--- config.mk ---
export PLATFORM = sky130hd
export DESIGN_NAME = id_ex_operand_stage
export DESIGN_NICKNAME = d
export VERILOG_FILES = /design/src/rtl/id_ex_operand_stage.sv
export SDC_FILE = /design/constraint.sdc
export NUM_CORES = 1
export LEC_CHECK = 0
export ABC_AREA = 1
export ABC_CLOCK_PERIOD_IN_PS = 2300
export CAP_MARGIN = 5
export CORE_MARGIN = 2
export CORE_UTILIZATION = 50
export CTS_CLUSTER_SIZE = 8
export DETAILED_ROUTE_END_ITERATION = 7
export DONT_BUFFER_PORTS = 1
export GPL_TIMING_DRIVEN = 0
export PLACE_DENSITY = 0.71
export SYNTH_ARGS = -nofsm -noshare
export SYNTH_HDL_FRONTEND = slang
export SYNTH_SLANG_ARGS = --single-unit
--- constraint.sdc ---
create_clock -name clk_i -period 2.3 [get_ports clk_i]
set_clock_uncertainty 0.15 [all_clocks]
set_input_delay 0.23 -clock clk_i [delete_from_list [all_inputs] [get_ports clk_i]]
set_output_delay 0.23 -clock clk_i [all_outputs]
set_load 0.02 [all_outputs]
--- src/rtl/id_ex_operand_stage.sv ---
// ID/EX pipeline register feeding the ALU. It resolves RAW hazards by forwarding
// from EX/MEM and MEM/WB, and bubbles the pipe on load-use hazards.
module id_ex_operand_stage #(
    parameter int DATA_W     = 32,
    parameter int REG_ADDR_W = 5,
    parameter int OP_W       = 4
) (
    input  logic                  clk_i,
    input  logic                  rst_i,
    input  logic                  id_valid_i,
    input  logic [REG_ADDR_W-1:0] id_rs_addr_i,
    input  logic [REG_ADDR_W-1:0] id_rt_addr_i,
    input  logic [REG_ADDR_W-1:0] id_wr_addr_i,
    input  logic [DATA_W-1:0]     id_rs_data_i,
    input  logic [DATA_W-1:0]     id_rt_data_i,
    input  logic [DATA_W-1:0]     id_imm_i,
    input  logic                  id_uses_rt_i,
    input  logic                  id_alu_src_imm_i,
    input  logic [OP_W-1:0]       id_alu_op_i,
    input  logic                  id_reg_write_i,
    input  logic                  id_mem_read_i,
    input  logic                  id_mem_write_i,
    input  logic                  id_mem_to_reg_i,
    input  logic                  stall_i,
    input  logic                  flush_i,
    input  logic                  exmem_reg_write_i,
    input  logic [REG_ADDR_W-1:0] exmem_wr_addr_i,
    input  logic [DATA_W-1:0]     exmem_result_i,
    input  logic                  memwb_reg_write_i,
    input  logic [REG_ADDR_W-1:0] memwb_wr_addr_i,
    input  logic [DATA_W-1:0]     memwb_data_i,
    output logic [DATA_W-1:0]     alu_src1_o,
    output logic [DATA_W-1:0]     alu_src2_o,
    output logic [OP_W-1:0]       alu_op_o,
    output logic [DATA_W-1:0]     store_data_o,
    output logic [REG_ADDR_W-1:0] ex_wr_addr_o,
    output logic                  ex_valid_o,
    output logic                  ex_reg_write_o,
    output logic                  ex_mem_read_o,
    output logic                  ex_mem_write_o,
    output logic                  ex_mem_to_reg_o,
    output logic                  load_use_o,
    output logic                  id_hold_o
);

    typedef struct packed {
        logic                  valid;
        logic                  reg_write;
        logic                  mem_read;
        logic                  mem_write;
        logic                  mem_to_reg;
        logic                  alu_src_imm;
        logic [OP_W-1:0]       alu_op;
        logic [REG_ADDR_W-1:0] rs_addr;
        logic [REG_ADDR_W-1:0] rt_addr;
        logic [REG_ADDR_W-1:0] wr_addr;
        logic [DATA_W-1:0]     rs_data;
        logic [DATA_W-1:0]     rt_data;
        logic [DATA_W-1:0]     imm;
    } ex_reg_t;

    ex_reg_t ex_q, ex_d;
    logic    load_use;

    // A load in EX cannot supply its data until MEM, so a dependent decode slot must wait.
    assign load_use = id_valid_i & ex_q.valid & ex_q.mem_read & (ex_q.wr_addr != '0)
                    & ((id_rs_addr_i == ex_q.wr_addr)
                       | (id_uses_rt_i & (id_rt_addr_i == ex_q.wr_addr)));

    always_comb begin
        // NOTE: hold is the default so every path assigns ex_d and no latch is inferred.
        ex_d = ex_q;
        if (flush_i) begin
            ex_d = '0;
        end else if (stall_i) begin
            ex_d = ex_q;
        end else if (load_use) begin
            ex_d = '0;
        end else begin
            ex_d.valid       = id_valid_i;
            ex_d.reg_write   = id_reg_write_i;
            ex_d.mem_read    = id_mem_read_i;
            ex_d.mem_write   = id_mem_write_i;
            ex_d.mem_to_reg  = id_mem_to_reg_i;
            ex_d.alu_src_imm = id_alu_src_imm_i;
            ex_d.alu_op      = id_alu_op_i;
            ex_d.rs_addr     = id_rs_addr_i;
            ex_d.rt_addr     = id_rt_addr_i;
            ex_d.wr_addr     = id_wr_addr_i;
            ex_d.rs_data     = id_rs_data_i;
            ex_d.rt_data     = id_rt_data_i;
            ex_d.imm         = id_imm_i;
        end
    end

    // NOTE: state registers use non-blocking assignments; reset is synchronous and clears every field.
    always_ff @(posedge clk_i) begin
        if (rst_i) begin
            ex_q <= '0;
        end else begin
            ex_q <= ex_d;
        end
    end

    // The address match excludes r0 because a write to r0 must never be observed.
    function automatic logic [DATA_W-1:0] forward(
        input logic [REG_ADDR_W-1:0] addr,
        input logic [DATA_W-1:0]     rf_data,
        input logic                  xm_we,
        input logic [REG_ADDR_W-1:0] xm_addr,
        input logic [DATA_W-1:0]     xm_data,
        input logic                  mw_we,
        input logic [REG_ADDR_W-1:0] mw_addr,
        input logic [DATA_W-1:0]     mw_data
    );
        if (xm_we && (xm_addr != '0) && (xm_addr == addr)) begin
            return xm_data;
        end else if (mw_we && (mw_addr != '0) && (mw_addr == addr)) begin
            return mw_data;
        end
        return rf_data;
    endfunction

    logic [DATA_W-1:0] fwd_rs, fwd_rt;

    always_comb begin
        fwd_rs = forward(ex_q.rs_addr, ex_q.rs_data, exmem_reg_write_i, exmem_wr_addr_i,
                         exmem_result_i, memwb_reg_write_i, memwb_wr_addr_i, memwb_data_i);
        fwd_rt = forward(ex_q.rt_addr, ex_q.rt_data, exmem_reg_write_i, exmem_wr_addr_i,
                         exmem_result_i, memwb_reg_write_i, memwb_wr_addr_i, memwb_data_i);
    end

    assign alu_src1_o      = fwd_rs;
    assign alu_src2_o      = ex_q.alu_src_imm ? ex_q.imm : fwd_rt;
    assign store_data_o    = fwd_rt;
    assign alu_op_o        = ex_q.alu_op;
    assign ex_wr_addr_o    = ex_q.wr_addr;
    assign ex_valid_o      = ex_q.valid;
    assign ex_reg_write_o  = ex_q.reg_write;
    assign ex_mem_read_o   = ex_q.mem_read;
    assign ex_mem_write_o  = ex_q.mem_write;
    assign ex_mem_to_reg_o = ex_q.mem_to_reg;
    assign load_use_o      = load_use;
    assign id_hold_o       = load_use | stall_i;

endmodule

==> impl_metrics.toml <==
[status]
status = "complete, but fails checks"
violations = "DRC, setup timing"

[global_route]
first_global_vias = 8291
grtUsageTotal_pct = 36.94
overflow = 0
antenna_found_initial = 1
grt_pass1_wl_mm = 45.41
grt_max_degree = 17

[clock_tree]
insertion_delay_ps = 440
clockBufferDepth = 2
clk_pin_slew_ps = 60
cts_tree = "done"
h-tree-depth = 4
numCtsBuffers = 17
cts-root-buf = "clkbuf_16"
clock_sinks = 121

[synth]
avgSynthCellArea_um2 = 6.434
yosys.area_share.simple_pct = 39.82
synthAdderAreaFrac_pct = 0
synth_seq_cells = 121
yosysSeqAreaShare_pct = 33.14
synth_top_family_by_area = "simple AND/OR/NAND/NOR gates"
synth_area_um2 = 7310
synth-compound-area-share_pct = 12.67
synthCells = 1136
synthMuxAreaShare_pct = 0
synth-xor-area-share_pct = 3.115
ys_warn_count = 0
synth.distinct_cells = 25
syn-num-nets = 1338

[drt]
dr.pass1.iters = 8
drcViolationCount = 2
first_iter_violations = 1256
drt_wl_total_mm = 38.02
route.vias.total = 9772
wl_per_cell_um = 25.36
ant_nets = 0
viasPerCell = 6.519

[job]
drv_cap = 0

[timing]
hold_violations = 0
rsz0062_at_grt = "true"
worst_slack_ps = -381.4
layout_min_cycle_time_ps = 2681
setup_viol = 96
period_share_pct = 116.6
slew_violations = 0
max_clock_freq_ghz = 0.3729
slew_headroom_pct = 35.00
tightest_slew_ps = 975.1

[critical_path]
cp.arrival_ps = 2300
slowest_delay_ps = 440
r2r-start = "ex_wr_addr_o[2]"
crit_path_end_kind = "output port"
critPathMostFrequentCell = "nand2_4"
cp-start-kind = "register"
reg2reg_depth = 9
rrSetupSlack_ps = 260
worst_ep_required_time_ps = 1920
crit_family = "simple AND/OR/NAND/NOR gates"
cp_num_buf_inv = 2
path_max_fanout = 10
critPathKind = "register to output port"
worst_path_max_delay_cell = "dfxtp_2"
rr_endpoint = "ex_q[60]"
crit_path_cell_trace = "inv_1, nand2_1, nand2_1, nor2b_1, nand3_2, nand2_4, buf_8, nand3_2, nand2_4, nand2_2, nand2_4"

[place]
place_inst = 1320
dp_hpwl_mm = 20.79
io_buffers = 0
gp_congestion = 0.9664

[min_path]
hp-class = "register to register"
whs_endpoint = "ex_q[18]"
min_path_cells = 2
min-delay-start = "ex_q[18]"

[finish]
multi_input_area_um2 = 5977
instances_no_fill = 1499
layout-drive-gt1-share_pct = 33.33
final_common_cell = "nand2_1"
fill_cells = 772
nNetsFinal = 1504
seq_area_um2 = 2451
final_cell_mix = "185 x nand2_1, 138 x nand3_1, 121 x a21oi_1, 121 x dlygate4sd3_1, 119 x nand2_4"
syn2layout_area_growth_pct = 64.00

[floorplanning]
ios = 314
die_x_um = 124.9
start_util_pct = 50.68
dieArea_um2 = 15600
die_y_um = 124.9
core_area_um2 = 14420
std_cell_rows = 44

[power_and_ir_drop]
power_mw = 6.306
p_per_area_nw_per_um2 = 526.0
ir_drop_mv = 0.4884
p_leak_nw = 4.793
## Yosys cell counts (all sizes together)
| master | instances | area share (%) |
|---|---|---|
| dfxtp | 121 | 33 |
| buf | 48 | 4.3 |
| o21ai | 64 | 4.4 |
| nand2 | 368 | 21 |
| inv | 79 | 4.1 |
| nand3b | 2 | 0.21 |
| clkbuf | 57 | 2.9 |
| nor2b | 1 | 0.086 |
| a21oi | 121 | 8.3 |
| nand4 | 34 | 2.9 |
| or2 | 1 | 0.086 |
| nor3 | 2 | 0.14 |
| nand3 | 194 | 15 |
| xnor2 | 11 | 1.3 |
| xor2 | 15 | 1.8 |
| nor2 | 18 | 1.1 |
## layer usage
metal  routed length, um  GRT usage, %
met2               17100         60.78
met3                4923         10.40
met1               12540         45.93
met4                3404         14.77
met5                  54             0
## cell type report
class / count / area share (%)
diodes: 1 / 0.02087
plain buffers: 104 / 6.826
clock buffers: 21 / 3.841
clock inverters: 10 / 1.200
inverters: 79 / 2.536
multi-input cells: 831 / 49.86
flip-flops and latches: 121 / 20.45
well taps: 184 / 1.920
repair buffers: 148 / 13.35
## worst register-to-register path: stages (launching register included)
cell and delay [ps]:
dfxtp_1 460, xor2_1 180, nor2_1 80, nand3_1 70, nand2_1 60, nand2_2 150, buf_4 240, buf_4 220
nand3_1 100, a21oi_1 240
## what timing repair did
action / 4_1_cts / 5_1_grt
hold endpoints to repair: 121 / 0
hold buffers: 121 / 0
endpoints found under the setup margin: 97 / 98
cloned: 2 / 11
pin swaps: 50 / 89
gates resized for setup: 256 / 295
setup buffers: 10 / 4
## how the worst max path moves through the flow
| stage | startpoint | end | slack (ps) | cells past startpoint |
|---|---|---|---|---|
| CTS | ex_q[102] | alu_src2_o[17] | -240 | 13 |
| global route | ex_q[103] | alu_src2_o[18] | -390 | 11 |
| global placement | ex_q[102] | alu_src2_o[23] | -220 | 10 |
| detailed placement | ex_q[102] | alu_src2_o[24] | -230 | 10 |
| floorplan | ex_q[101] | alu_src2_o[30] | 290 | 10 |
| finish | ex_q[103] | alu_src2_o[11] | -380 | 11 |
## state kept, by name (all words and copies together), names as in the netlist
signal           cells
ex_wr_addr_o         5
ex_reg_write_o       1
ex_valid_o           1
ex_q               107
alu_op_o             4
ex_mem_write_o       1
ex_mem_to_reg_o      1
ex_mem_read_o        1
## cells by family (layout without fill, tap and decap cells)
| group | count (synthesis) | in the layout |
|---|---|---|
| flops | 121 | 121 |
| buf+inv | 184 | 362 |
| other cells | 0 | 1 |
| compound gates | 185 | 185 |
| xor+xnor | 26 | 26 |
| simple gates | 620 | 620 |
## metrics by stage
step / instance area [um2] / hold slack, ps / setup WS (ps) / util, % / TNS, ps
final: 11990 / 318.8 / -381.4 / 83.11 / -22390
after global routing: 11990 / 326.1 / -392.3 / 83.11 / -23880
after CTS: 10380 / 295.5 / -235.3 / 71.94 / -7172
after detailed placement: 7540 / 247.2 / -227.8 / 52.27 / -2133
after global placement: 7540 / 242.9 / -224.2 / 52.27 / -1992
after floorplan: 7310 / 240.2 / 286.6 / - / 0
## power breakdown
| part | switching [mW] | internal (mW) |
|---|---|---|
| registers | 0.0649 | 2.16 |
| logic | 0.771 | 0.468 |
| clock network | 1.08 | 1.76 |
Note: power is estimated with default switching activity, not from simulation.
